==> config.mk <==
export PLATFORM = sky130hd
export DESIGN_NAME = mad_int_ctrl
export DESIGN_NICKNAME = d
export VERILOG_FILES = /design/src/rtl/mad_int_pkg.sv /design/src/rtl/mad_int_stack.sv /design/src/rtl/mad_int_ctrl.sv
export SDC_FILE = /design/constraint.sdc
export NUM_CORES = 1
export LEC_CHECK = 0
export CORE_UTILIZATION = 51
export CTS_CLUSTER_DIAMETER = 30
export DETAILED_ROUTE_END_ITERATION = 16
export PLACE_DENSITY = 0.79
export SLEW_MARGIN = 5
export SYNTH_ARGS = -nofsm -noshare
export SYNTH_HDL_FRONTEND = slang
export SYNTH_SLANG_ARGS = --single-unit
==> constraint.sdc <==
create_clock -name Clk -period 3.1 [get_ports Clk]
set_input_delay 0.62 -clock Clk [delete_from_list [all_inputs] [get_ports Clk]]
set_output_delay 0.62 -clock Clk [all_outputs]
set_load 0.03 [all_outputs]
==> src/rtl/mad_int_pkg.sv <==
// Shared types and helpers for the MAD interrupt controller.
package mad_int_pkg;

  localparam int unsigned    MaxSrc    = 16;
  localparam logic [15:0]    VecBase   = 16'h0010;
  localparam int unsigned    VecStride = 2;

  typedef enum logic [0:0] {StIdle, StReq} state_e;

  typedef struct packed {
    logic       found;
    logic [3:0] idx;
  } prio_t;

  // Lowest set bit wins; sources narrower than MaxSrc are zero-extended by the caller.
  function automatic prio_t prio_first(input logic [MaxSrc-1:0] vec);
    prio_t r;
    r.found = 1'b0;
    r.idx   = '0;
    for (int i = MaxSrc - 1; i >= 0; i--) begin
      if (vec[i]) begin
        r.found = 1'b1;
        r.idx   = 4'(i);
      end
    end
    return r;
  endfunction

endpackage

==> src/rtl/mad_int_stack.sv <==
// In-service LIFO of source ids; a simultaneous push and pop replaces the top entry.
module mad_int_stack #(
  parameter int unsigned Entries = 4,
  parameter int unsigned IdW     = 3,
  localparam int unsigned CntW   = $clog2(Entries + 1)
) (
  input  logic            clk_i,
  input  logic            rst_ni,
  input  logic            push_i,
  input  logic            pop_i,
  input  logic [IdW-1:0]  id_i,
  output logic [IdW-1:0]  top_o,
  output logic [CntW-1:0] depth_o,
  output logic            empty_o
);

  logic [IdW-1:0]  mem_q [Entries];
  logic [CntW-1:0] cnt_q, cnt_d;
  logic [CntW-1:0] wr_idx;
  logic            do_push, do_pop;

  always_comb begin
    do_pop  = pop_i && (cnt_q != '0);
    do_push = push_i && (do_pop || (cnt_q < CntW'(Entries)));
    wr_idx  = do_pop ? cnt_q - CntW'(1) : cnt_q;
    cnt_d   = cnt_q;
    if (do_push && !do_pop) begin
      cnt_d = cnt_q + CntW'(1);
    end else if (do_pop && !do_push) begin
      cnt_d = cnt_q - CntW'(1);
    end
  end

  always_ff @(posedge clk_i or negedge rst_ni) begin
    if (!rst_ni) begin
      cnt_q <= '0;
      for (int i = 0; i < Entries; i++) mem_q[i] <= '0;
    end else begin
      cnt_q <= cnt_d;
      for (int i = 0; i < Entries; i++) begin
        if (do_push && (wr_idx == CntW'(i))) mem_q[i] <= id_i;
      end
    end
  end

  always_comb begin
    top_o = '0;
    for (int i = 0; i < Entries; i++) begin
      if (cnt_q == CntW'(i + 1)) top_o = mem_q[i];
    end
  end

  assign depth_o = cnt_q;
  assign empty_o = (cnt_q == '0);

endmodule

==> src/rtl/mad_int_ctrl.sv <==
// Prioritised, nesting interrupt controller with req/ack handshake towards fetch.
module mad_int_ctrl
  import mad_int_pkg::*;
#(
  parameter int unsigned        NUM_SRC    = 8,
  parameter int unsigned        NEST_DEPTH = 4,
  parameter int unsigned        ADDR_W     = 16,
  parameter logic [ADDR_W-1:0]  VEC_BASE   = ADDR_W'(VecBase),
  parameter int unsigned        VEC_STRIDE = VecStride,
  parameter logic [NUM_SRC-1:0] EDGE_MASK  = '1
) (
  input  logic                              Clk,
  input  logic                              Rst,
  input  logic [NUM_SRC-1:0]                Irq,
  input  logic                              MaskWe,
  input  logic [NUM_SRC-1:0]                MaskIn,
  input  logic                              IntAck,
  input  logic                              Rti,
  output logic                              IntReq,
  output logic [ADDR_W-1:0]                 IntVec,
  output logic [NUM_SRC-1:0]                InService,
  output logic [$clog2(NEST_DEPTH+1)-1:0]   Depth,
  output logic                              Err
);

  localparam int unsigned IdW  = $clog2(NUM_SRC);
  localparam int unsigned DepW = $clog2(NEST_DEPTH + 1);

  state_e             state_q, state_d;
  logic [IdW-1:0]     id_q, id_d;
  logic [ADDR_W-1:0]  vec_q, vec_d;
  logic [NUM_SRC-1:0] irq_q, edge_pend_q, edge_pend_d, mask_q;
  logic               err_q;

  logic [NUM_SRC-1:0] pending, below_top, eligible, ack_clr;
  logic [IdW-1:0]     top_id, win_id;
  logic               stk_empty, push;
  prio_t              prio;

  // Level sources follow the registered line; edge sources use the latched pending bit.
  always_comb begin
    pending = (edge_pend_q & EDGE_MASK) | (irq_q & ~EDGE_MASK);
    for (int i = 0; i < NUM_SRC; i++) begin
      below_top[i] = stk_empty | (IdW'(i) < top_id);
    end
    eligible = pending & ~mask_q & below_top;
    prio     = prio_first(MaxSrc'(eligible));
    win_id   = prio.idx[IdW-1:0];
  end

  always_comb begin
    state_d = state_q;
    id_d    = id_q;
    vec_d   = vec_q;
    push    = 1'b0;
    unique case (state_q)
      StIdle: begin
        if (prio.found && (Depth < DepW'(NEST_DEPTH))) begin
          id_d    = win_id;
          vec_d   = VEC_BASE + ADDR_W'(win_id) * ADDR_W'(VEC_STRIDE);
          state_d = StReq;
        end
      end
      StReq: begin
        if (IntAck) begin
          push    = 1'b1;
          state_d = StIdle;
        end
      end
    endcase
  end

  // A fresh edge in the same cycle as the ack of that source stays pending.
  always_comb begin
    ack_clr     = push ? (NUM_SRC'(1) << id_q) : '0;
    edge_pend_d = ((edge_pend_q & ~ack_clr) | (Irq & ~irq_q)) & EDGE_MASK;
  end

  always_ff @(posedge Clk or negedge Rst) begin
    if (!Rst) begin
      state_q     <= StIdle;
      id_q        <= '0;
      vec_q       <= '0;
      irq_q       <= '0;
      edge_pend_q <= '0;
      mask_q      <= '0;
      err_q       <= 1'b0;
    end else begin
      state_q     <= state_d;
      id_q        <= id_d;
      vec_q       <= vec_d;
      irq_q       <= Irq;
      edge_pend_q <= edge_pend_d;
      err_q       <= Rti && stk_empty;
      if (MaskWe) mask_q <= MaskIn;
    end
  end

  mad_int_stack #(
    .Entries(NEST_DEPTH),
    .IdW    (IdW)
  ) u_stack (
    .clk_i  (Clk),
    .rst_ni (Rst),
    .push_i (push),
    .pop_i  (Rti),
    .id_i   (id_q),
    .top_o  (top_id),
    .depth_o(Depth),
    .empty_o(stk_empty)
  );

  assign IntReq    = (state_q == StReq);
  assign IntVec    = vec_q;
  assign Err       = err_q;
  assign InService = stk_empty ? '0 : (NUM_SRC'(1) << top_id);

endmodule
# [Yosys cells after proc, flatten, opt, wreduce, memory -nomap -nowiden]
# Index checks and enable logic that the tools add are counted.
[totals] ff_bits=60 in_bits=21 out_inout_bits=29 word_cells=90
[op_classes] addsub=3 magnitude_cmp=9 eq_ne=7 shift=2 muxes=22 bitwise=17 n_reduce_logical=18
[ops] op="$mux W5" n=8
[ops] op="$and A8 B8 Y8" n=4
[ops] op="$not A8 Y8" n=3
[ops] op="$mux W3" n=7
[ops] op="$mux W8" n=2
[ops] op="$shl A1 B3 Y8 const A" n=2
[ops] op="$eq A3 B2 Y1 const B" n=4
[ops] op="$lt A3 B3 Y1 const A" n=4
[ops] op="$logic_and A1 B1 Y1" n=10
[ops] op="$or A1 B1 Y1" n=8
[ops] op="$or A8 B8 Y8" n=1
[ops] op="$add A5 B4 Y6 const A" n=1
[ops] op="$eq A3 B1 Y1 const B" n=2
[ops] op="$logic_not A3 Y1" n=2
[ops] op="$lt A1 B3 Y1 const A" n=2
[ops] op="$lt A2 B3 Y1 const A" n=2
[ops] op="$mux W1" n=4
[ops] op="$add A3 B1 Y3 const B" n=1
[ops] op="$eq A3 B3 Y1 const B" n=1
[ops] op="$lt A3 B3 Y1 const B" n=1
[ops] op="$reduce_bool A3 Y1" n=1
[ops] op="$sub A3 B1 Y3 const B" n=1
[ops] op="$logic_not A1 Y1" n=2
[ops] op="$pmux W1 S2" n=1
[ops] op="4 further kinds" n=4

# [Longest topological paths before layout]
# Gate-level depths: netlist of run 1.
[logic_depth] depth_word=19 mapped_depth=10

# [Modules after synthesis]
# Synthesis of run 1 repeated with hierarchy kept, for this count alone.
[hier_totals] hier_cells=241 area_unflattened_um2=2452.4
[modules_own_cells] mod="mad_int_ctrl" instances=1 cells_per_inst=148 area_each_um2=1502.7 seq_area_each_um2=750.7
[modules_own_cells] mod="mad_int_stack" instances=1 cells_per_inst=93 area_each_um2=949.7 seq_area_each_um2=375.4

# [Worst setup path before layout of run 1]
# OpenSTA, ideal clock, no wires.
[synth_timing] path_kind="register -> output" from="register u_stack.cnt_q[2] (netlist: u_stack.depth_o[2])" to="output InService[5]" arrival_ns=2.940 setup_slack_ns=-0.460 stages_incl_launch_ff=9 n_path_buf=2 cell_sequence="dfrtp_1 buf_6 buf_4 inv_1 ha_1 a22o_1 a211oi_2 nor2_1 nor4_1"
[synth_via] elab_chain_cells=7
[synth_lines] item="start, declared" line="mad_int_stack.sv:18" rtl="logic [CntW-1:0] cnt_q, cnt_d;"
[synth_lines] item="start signal, assigned" line="mad_int_stack.sv:39" rtl="cnt_q <= cnt_d;"
[synth_lines] item="$eq A3 B1 Y1" line="mad_int_stack.sv:49" rtl="if (cnt_q == CntW'(i + 1)) top_o = mem_q[i];"
[synth_lines] item="$mux W3 (4 in series)" line="mad_int_stack.sv:49"
[synth_lines] item="$shl A1 B3 Y8" line="mad_int_ctrl.sv:116" rtl="assign InService = stk_empty ? '0 : (NUM_SRC'(1) << top_id);"
[synth_lines] item="$mux W8 *" line="mad_int_ctrl.sv:116"
[synth_lines] item="end, declared" line="mad_int_ctrl.sv:21" rtl="output logic [NUM_SRC-1:0] InService,"
# Mark *: on every way between the ends. The rest lies on a longest branch, timed or not.

# [Final worst setup path of run 1]
[layout_timing] from="register u_stack.cnt_q[0] (netlist: u_stack.depth_o[0])" to="output InService[5]"
# Same word-level chain as after synthesis.

==> flow_results.org, run 1 <==
** Status
- The run finished with clean final reports.

** Critical path
- STA classifies the critical path endpoint as a primary output.
- The largest individual stage delay along the critical path comes from the cell sky130_fd_sc_hd__dfrtp_2.
- Traced cell by cell, the critical path runs through ha_2 -> ha_4 -> nor4b_4 -> buf_4 -> a211oi_2 -> buf_4 -> nor4_4 -> buf_4.
- In this design, the stage delay of the slowest critical-path cell is 460 ps.
- Required time worst endpoint :: 2480 ps
- Data arrival time of the critical path :: 2390 ps
- Most used cell along the critical path :: sky130_fd_sc_hd__buf_4
- The critical path in this run is classified as flop to primary output.
- Worst-path fanout max :: 8
- STA classifies the critical path startpoint as a flop.

** Synth
- Counting flops with a built-in enable in the synthesized netlist gives 0.
- Of the total synthesized cell area, the portion taken by XOR and XNOR cells is 0.00709.
- Of the total synthesized cell area, the portion taken by AND, OR, NAND and NOR gates is 0.153.
- The cell count after synthesis came out at 242.
- In the synthesized netlist the dominant register cell turns out to be sky130_fd_sc_hd__dfrtp_1.
- Share of async-settable or async-resettable flops after synthesis :: 1.00
- Summing every instance area after synthesis gives 0.00247 mm2.
- The portion of synthesized area spent on multiplexers is 0.0911.
- Of the total synthesized cell area, the portion taken by full adders, half adders and majority gates is 0.0354.
- The synthesized design contains 45 register bits.
- Yosys warnings :: 0
- Number of distinct standard cells referenced by the synthesized netlist :: 51
- Combinational family with the most area after synthesis :: compound AO/OA/AOI/OAI gates
- The average instance in the mapped netlist occupies 10.2 um2.
- Of the synthesized area, sequential elements account for 0.455.
- The share of the synthesized area in compound gates (AO/OA/AOI/OAI) was 0.183.

** Floorplan
- The region available for standard cell placement spans 0.00450 mm2.
- Height of the die :: 71.6 um
- For this configuration, the core starts out at a cell density of 0.549.
- Ports :: 50
- The floorplan has 24 rows.
- The die covers 0.00513 mm2.
- Measured along the x axis, the die boundary spans 71.6 um.

** Routing
- Across all layers, the routed design uses 1996 vias.
- Using the TritonRoute via totals, the vias-per-cell ratio works out to 5.77.
- Detailed-router iteration count before antenna repair :: 4
- Number of DRC violations after detailed routing :: 0
- After detailed routing, the average wire length per cell comes to 16.2 um.
- Number of nets with antenna violations after detailed routing :: 0
- Number of design-rule violations left by the first detailed-router iteration :: 136
- Detailed Route WL :: 5.61 mm

** Global routing
- Number of antenna violations at the first check in global routing :: 0
- In the global route stage, overall resource usage came out at 0.229.
- Final global-route overflow total :: 0
- The number of global-route vias before repair came to 1865.
- Pin count of the biggest net entering global routing :: 46
- First-pass GRT wire length :: 8.90 mm

** Timing
- Worst slew margin relative to its limit :: 0.330
- The number of hold-slack violations in the final timing report was 0.
- Transition time of the tightest slew-check pin :: 1000 ps
- In the finished design, the share of the clock period the worst path needs comes to 0.972.
- The clock period could shrink to 3010 ps.
- Final setup viols :: 0
- Final-report max-slew violation count :: 0
- Once routing completed, OpenROAD measured the worst setup slack at 87.4 ps.
- For this run, the top clock speed supported by timing is 332 MHz.
- Across the routed clock network, the largest skew measured is 7.67 ps.

** Run
- Number of max-cap violations :: 0

** Layout
- Fill cell instance count of the final layout :: 338
- Count of inserted antenna diode cells :: 0
- Summing all multi-input logic gate instances after layout gives 0.00135 mm2.
- The library cell used most frequently in the layout, excluding fill and tap cells, is sky130_fd_sc_hd__dfrtp_1.
- Of the cells placed in the final design, the portion with a size suffix greater than 1 is 0.276.
- The finished cells cover 0.00315 mm2.
- Most frequent cells in the layout :: sky130_fd_sc_hd__dfrtp_1, sky130_fd_sc_hd__clkdlybuf4s50_1, sky130_fd_sc_hd__o21ai_0, sky130_fd_sc_hd__buf_4, sky130_fd_sc_hd__mux2_2
- Compared with the post-synthesis result, the final layout area differs by 27.5%.
- Sequential cell area :: 0.00113 mm2
- In the final design database the tool counted 322 nets.

** Place
- Dpl ws :: 129 ps
- Standard cell area after detailed placement :: 0.00293 mm2
- Count of buffers inserted at the top-level ports :: 37
- Routability cong. :: 0.892
- Detailed placer's ending HPWL :: 3.94 mm

** CTS
- TritonCTS clock tree :: yes
- Root buf cell :: sky130_fd_sc_hd__clkbuf_8
- At the later pin of the worst-skew pair, clock insertion delay measures 300 ps.
- No sink is reached through more buffers than the 2 on the longest clock path.
- H-tree level count :: 2
- The number of clock buffers added by TritonCTS is 5.
- Clock edge transition at the registers on the reported setup and hold paths :: 80 ps
- For this design, the sink count on the clock tree is 45.

** Power and ir drop
- For this design the static power due to leakage is 0.00136 uW.
- Dividing total power by cell area gives a power density of 999 mW/mm2.
- Maximum vdd ir drop :: 453 uV

** Min path
- The min-delay analysis places its worst path in the category flop to flop.
per-stage QoR:
step | instances | hold slack [ps] | util | TNS, ps | total power [uW]
after CTS | 341 | 418 | 0.683 | 0 | 2990
after floorplan | 253 | 324 | - | -312 | 2060
after detailed placement | 331 | 412 | 0.651 | 0 | 2550
final | 346 | 416 | 0.700 | 0 | 3150
after global placement | 331 | 403 | 0.651 | 0 | 2510
after global routing | 346 | 431 | 0.700 | -28.3 | 3350
cell usage after synthesis, drive strengths merged, types with 2 or more instances:
library cell	n	share of area
o31ai	2	0.0061
nor2b	9	0.023
inv	14	0.021
ha	7	0.035
o221ai	2	0.0096
nor3	3	0.0061
a21oi	8	0.016
nand2b	9	0.023
o21ai	25	0.051
buf	15	0.046
a31oi	3	0.0076
a211oi	5	0.021
dfrtp	45	0.46
or2	2	0.0051
nand2	14	0.021
a22o	3	0.011
o22a	2	0.0071
nor4	4	0.010
mux2	20	0.091
nor4bb	3	0.012
nor2	18	0.027
clkbuf	4	0.0061
a21o	3	0.0091
o21a	2	0.0061
state kept, by name (all words and copies together) (netlist names):
signal           count
Err                  1
IntReq               1
IntVec               2
edge_pend_q          8
id_q                 2
irq_q                8
mask_q               8
u_stack.depth_o      3
u_stack.mem_q       12
kinds of logic (layout without fill, tap and decap cells):
kind of cell / Yosys count / in the layout
adders and majority gates: 7 / 7
xor gates and xnor gates: 2 / 2
muxes: 20 / 20
DFF: 45 / 45
other: 1 / 12
AOI/OAI and AO/OA: 65 / 65
buffers and inverters: 33 / 74
and+or+nand+nor: 69 / 69
power breakdown:
part	leakage (uW)	total, uW	switching, uW	internal [uW]
combinational	0.000788	1880	1070	813
clock	0.0000433	371	194	176
sequential	0.000527	898	164	733
worst paths after layout:
check / start / endpoint / slack (ps) / depth (start not counted)
max: u_stack.depth_o[0] / InService[5] / 90 / 8
min: irq_q[2] / edge_pend_q[2] / 420 / 1
max reg2reg: u_stack.depth_o[0] / id_q[0] / 230 / 11
min reg2reg: irq_q[2] / edge_pend_q[2] / 420 / 1
max in group asynchronous: Rst / u_stack.depth_o[0] / 1940 / 1
min in group asynchronous: Rst / u_stack.mem_q[3] / 490 / 1
routing by layer:
layer,global-route usage,share of wire
met1,0.317,0.46
met2,0.351,0.46
met3,0.0577,0.058
met4,0.0850,0.014
met5,0,0
worst max-delay path: cells and delay by family (launching register included):
kind | cells | cell delay (ps)
AND/OR/NAND/NOR | 2 | 510
buffers and inverters | 3 | 570
flip-flops | 1 | 460
AO/OA/AOI/OAI | 1 | 120
adder cells (fa/ha/maj) | 2 | 420
area by class of cell:
class	instances	area share
repair buffers	53	0.149
inverters	14	0.0167
clock inverters	1	0.00238
multi-input cells	175	0.428
well taps	52	0.0206
clock buffers	6	0.0262
flip-flops and latches	45	0.358
timing repair:
item | CTS | global route
buffers inserted | 3 | 5
endpoints found under the setup margin | 8 | 8
gates resized for setup | 8 | 11
hold buffers | 0 | 0
pin swaps | 1 | 3
(Power assumes the default switching activity.)
==> run 2, diff against run 1 <==
- MAX_ROUTING_LAYER: unset -> met4
==> run 2 against run 1 <==
Net effect:
- hold slack got worse by 1.2 ps
- sequential share of layout area is 0.057 points lower
- sequential power hardly changed
- fmax is essentially flat
- combinational power barely moved
- clock skew up 0.59 ps
==> flow_results.org, run 2 (synthesis results as in run 1) <==
** Layout
- Leading cell type in the layout, fill and taps excluded :: sky130_fd_sc_hd__dfrtp_1
- The repair_antennas step left the layout with diodes totalling 0.
- Top register by number of flip-flops :: u_stack.mem_q
- Compared with the post-synthesis result, the final layout area differs by 27.7%.
- Fill cell instance count of the final layout :: 335
- After the last flow step, the layout net total stands at 322.
- The register with the most flip-flops in the layout has 12 of them.
- Summing all non-filler instances in the final layout gives an area of 0.00316 mm2.
- Leaving out fill and tap cells, the most frequent cells in the layout are sky130_fd_sc_hd__dfrtp_1, sky130_fd_sc_hd__clkdlybuf4s50_1, sky130_fd_sc_hd__o21ai_0, sky130_fd_sc_hd__buf_4, sky130_fd_sc_hd__mux2_2.
- In the final layout, the share of cells above drive strength 1 is 0.276.

** Floorplan
- The floorplan step defined a die boundary enclosing 0.00513 mm2.
- The die is 71.6 um tall.
- Area of the core region :: 0.00450 mm2
- The initial utilization of the core area, before any placement, comes to 0.549.
- Die Wd :: 71.6 um
- Total number of placement rows :: 24
- During I/O placement, the number of pins put on the boundary was 50.

** Critical path
- The critical path is of the flop to primary output type.
- Crit start category :: flop
- Data on the critical path arrives at its endpoint at 2390 ps.
- The worst register-to-register path begins at u_stack.depth_o[0].
- Measured in cells, the most critical reg-to-reg path has a length of 11.
- Worst setup path start :: u_stack.depth_o[0]
- The worst setup path is captured at a primary output.
- Of all nets on the critical path, the largest fanout is 8.
- The setup check on the worst reg-to-reg path leaves a slack of 240 ps.
- Data on the critical path is required at its endpoint by 2480 ps.
- Crit Reg-Reg Endpoint :: id_q[0]

** Global routing
- In the global route stage, overall resource usage came out at 0.237.
- Entering global routing, the biggest net connects 46 pins.
- The number of global-route vias before repair is 1860.
- After global routing the overflow that remains totals 0.
- Number of antenna violations at the first check in global routing :: 0
- First-pass GRT wire length :: 8.92 mm

** CTS
- Number of buffers created by CTS :: 5
- At the later pin of the worst-skew pair, clock insertion delay measures 300 ps.
- Root buf cell :: sky130_fd_sc_hd__clkbuf_8
- TritonCTS clock tree :: yes
- Clock-pin slew was measured on the worst setup and hold paths at 90 ps.
- Number of buffers inserted by hold repair at cts :: 0
- Buffer depth of the longest clock path :: 2
- H-tree level count :: 2
- Counting every sink on the clock net gives 45.

** Timing
- Minimum clock period after layout :: 3010 ps
- Setup violations remaining at the end of the flow were counted as 0.
- Worst hold slack across all endpoints :: 415 ps
- At the pin with the least slew margin, the transition time is 1000 ps.
- Setup TNS :: 0 ps
- Final-report max-slew violation count :: 0
- Final worst path period share :: 0.971
- Final number of hold-violating endpoints :: 0
- Headroom to the max-slew limit came out at 0.333.
- Skew final :: 8.26 ps
- Based on the critical path, the design can be clocked at up to 332 MHz.

** Routing
- Detailed-router iteration count before antenna repair :: 4
- Detailed Route WL :: 5.60 mm
- Wire per inst :: 16.2 um
- The first routing iteration left 172 violations.
- Number of nets with antenna violations after detailed routing :: 0
- Detailed routing inserted a total of 1999 vias.
- Routed via count divided by cell count :: 5.78
- After detailed routing, the number of remaining DRC violations is 0.

** Power and ir drop
- For this design the static power due to leakage is 0.00136 uW.
- Total power for the finished layout comes to 3160 uW.
- Maximum vdd ir drop :: 452 uV
- Areal power density over the cells :: 999 mW/mm2

** Place
- In this run the cell area measured after placement is 0.00293 mm2.
- Count of buffers inserted at the top-level ports :: 37
- Detailed placer's ending HPWL :: 3.94 mm
- Routability cong. :: 0.907

** Min path
- Cell depth of the worst hold path :: 1
- In this run the most critical hold path is launched from irq_q[2].
- Hold path endpoint :: edge_pend_q[2]
- The min-delay analysis places its worst path in the category flop to flop.

** Status
- Status :: finished, final reports clean

** Run
- Max-cap violations in this run came to 0.
run 2: repair_timing:
action                                  CTS  global route
endpoints found under the setup margin    8             8
gates resized for setup                   8            12
pin swaps                                 1             3
setup buffers                             3             5
run 2: worst max-delay path by stage:
stage,cells after the start,slack (ps),end
floorplan,8,-70,InService[2]
global placement,7,160,InService[1]
detailed placement,9,130,id_q[0]
CTS,9,20,InService[3]
global route,8,-20,InService[1]
finish,8,90,InService[5]
run 2: critical path: stages, from the launching register on:
cell	delay [ps]
sky130_fd_sc_hd__dfrtp_2	460
sky130_fd_sc_hd__ha_2	220
sky130_fd_sc_hd__ha_4	190
sky130_fd_sc_hd__nor4b_4	260
sky130_fd_sc_hd__buf_4	190
sky130_fd_sc_hd__a211oi_2	120
sky130_fd_sc_hd__buf_4	190
sky130_fd_sc_hd__nor4_4	250
sky130_fd_sc_hd__buf_4	190
run 2: metal layers:
metal | up-vias | routed length, um | share of wire | global-route usage
li1 | 939 | - | - | -
met3 | 10 | 337 | 0.060 | 0.0577
met4 | 0 | 91 | 0.016 | 0.0850
met1 | 965 | 2590 | 0.46 | 0.319
met2 | 85 | 2580 | 0.46 | 0.351
met5 | - | 0 | 0 | -
run 2: report_power, final:
part	switching (uW)	internal (uW)	total, uW
combinational	1070	815	1880
clock	197	176	373
sequential	168	733	901
total	1430	1720	3160
run 2: area by class of cell:
type / instances / area (um2) / share of cell area
Inverter: 14 / 52.6 / 0.0166
Sequential cell: 45 / 1130 / 0.357
Clock buffer: 6 / 82.6 / 0.0261
Timing Repair Buffer: 53 / 469 / 0.149
Clock inverter: 1 / 7.51 / 0.00238
Tap cell: 52 / 65.1 / 0.0206
Multi-Input combinational cell: 175 / 1350 / 0.429
run 2: metrics by stage:
stage / instances / utilization / worst slack, ps
finish: 346 / 0.701 / 89.6
global route: 346 / 0.701 / -15.4
CTS: 341 / 0.683 / 18.0
detailed placement: 331 / 0.651 / 129
global placement: 331 / 0.651 / 155
floorplan: 253 / - / -72.4
==> run 3, diff against run 2 <==
- CTS_CLUSTER_DIAMETER: 30 -> unset
==> results of run 3 <==
The final DEF is identical to that of run 2; final timing and power are the same.
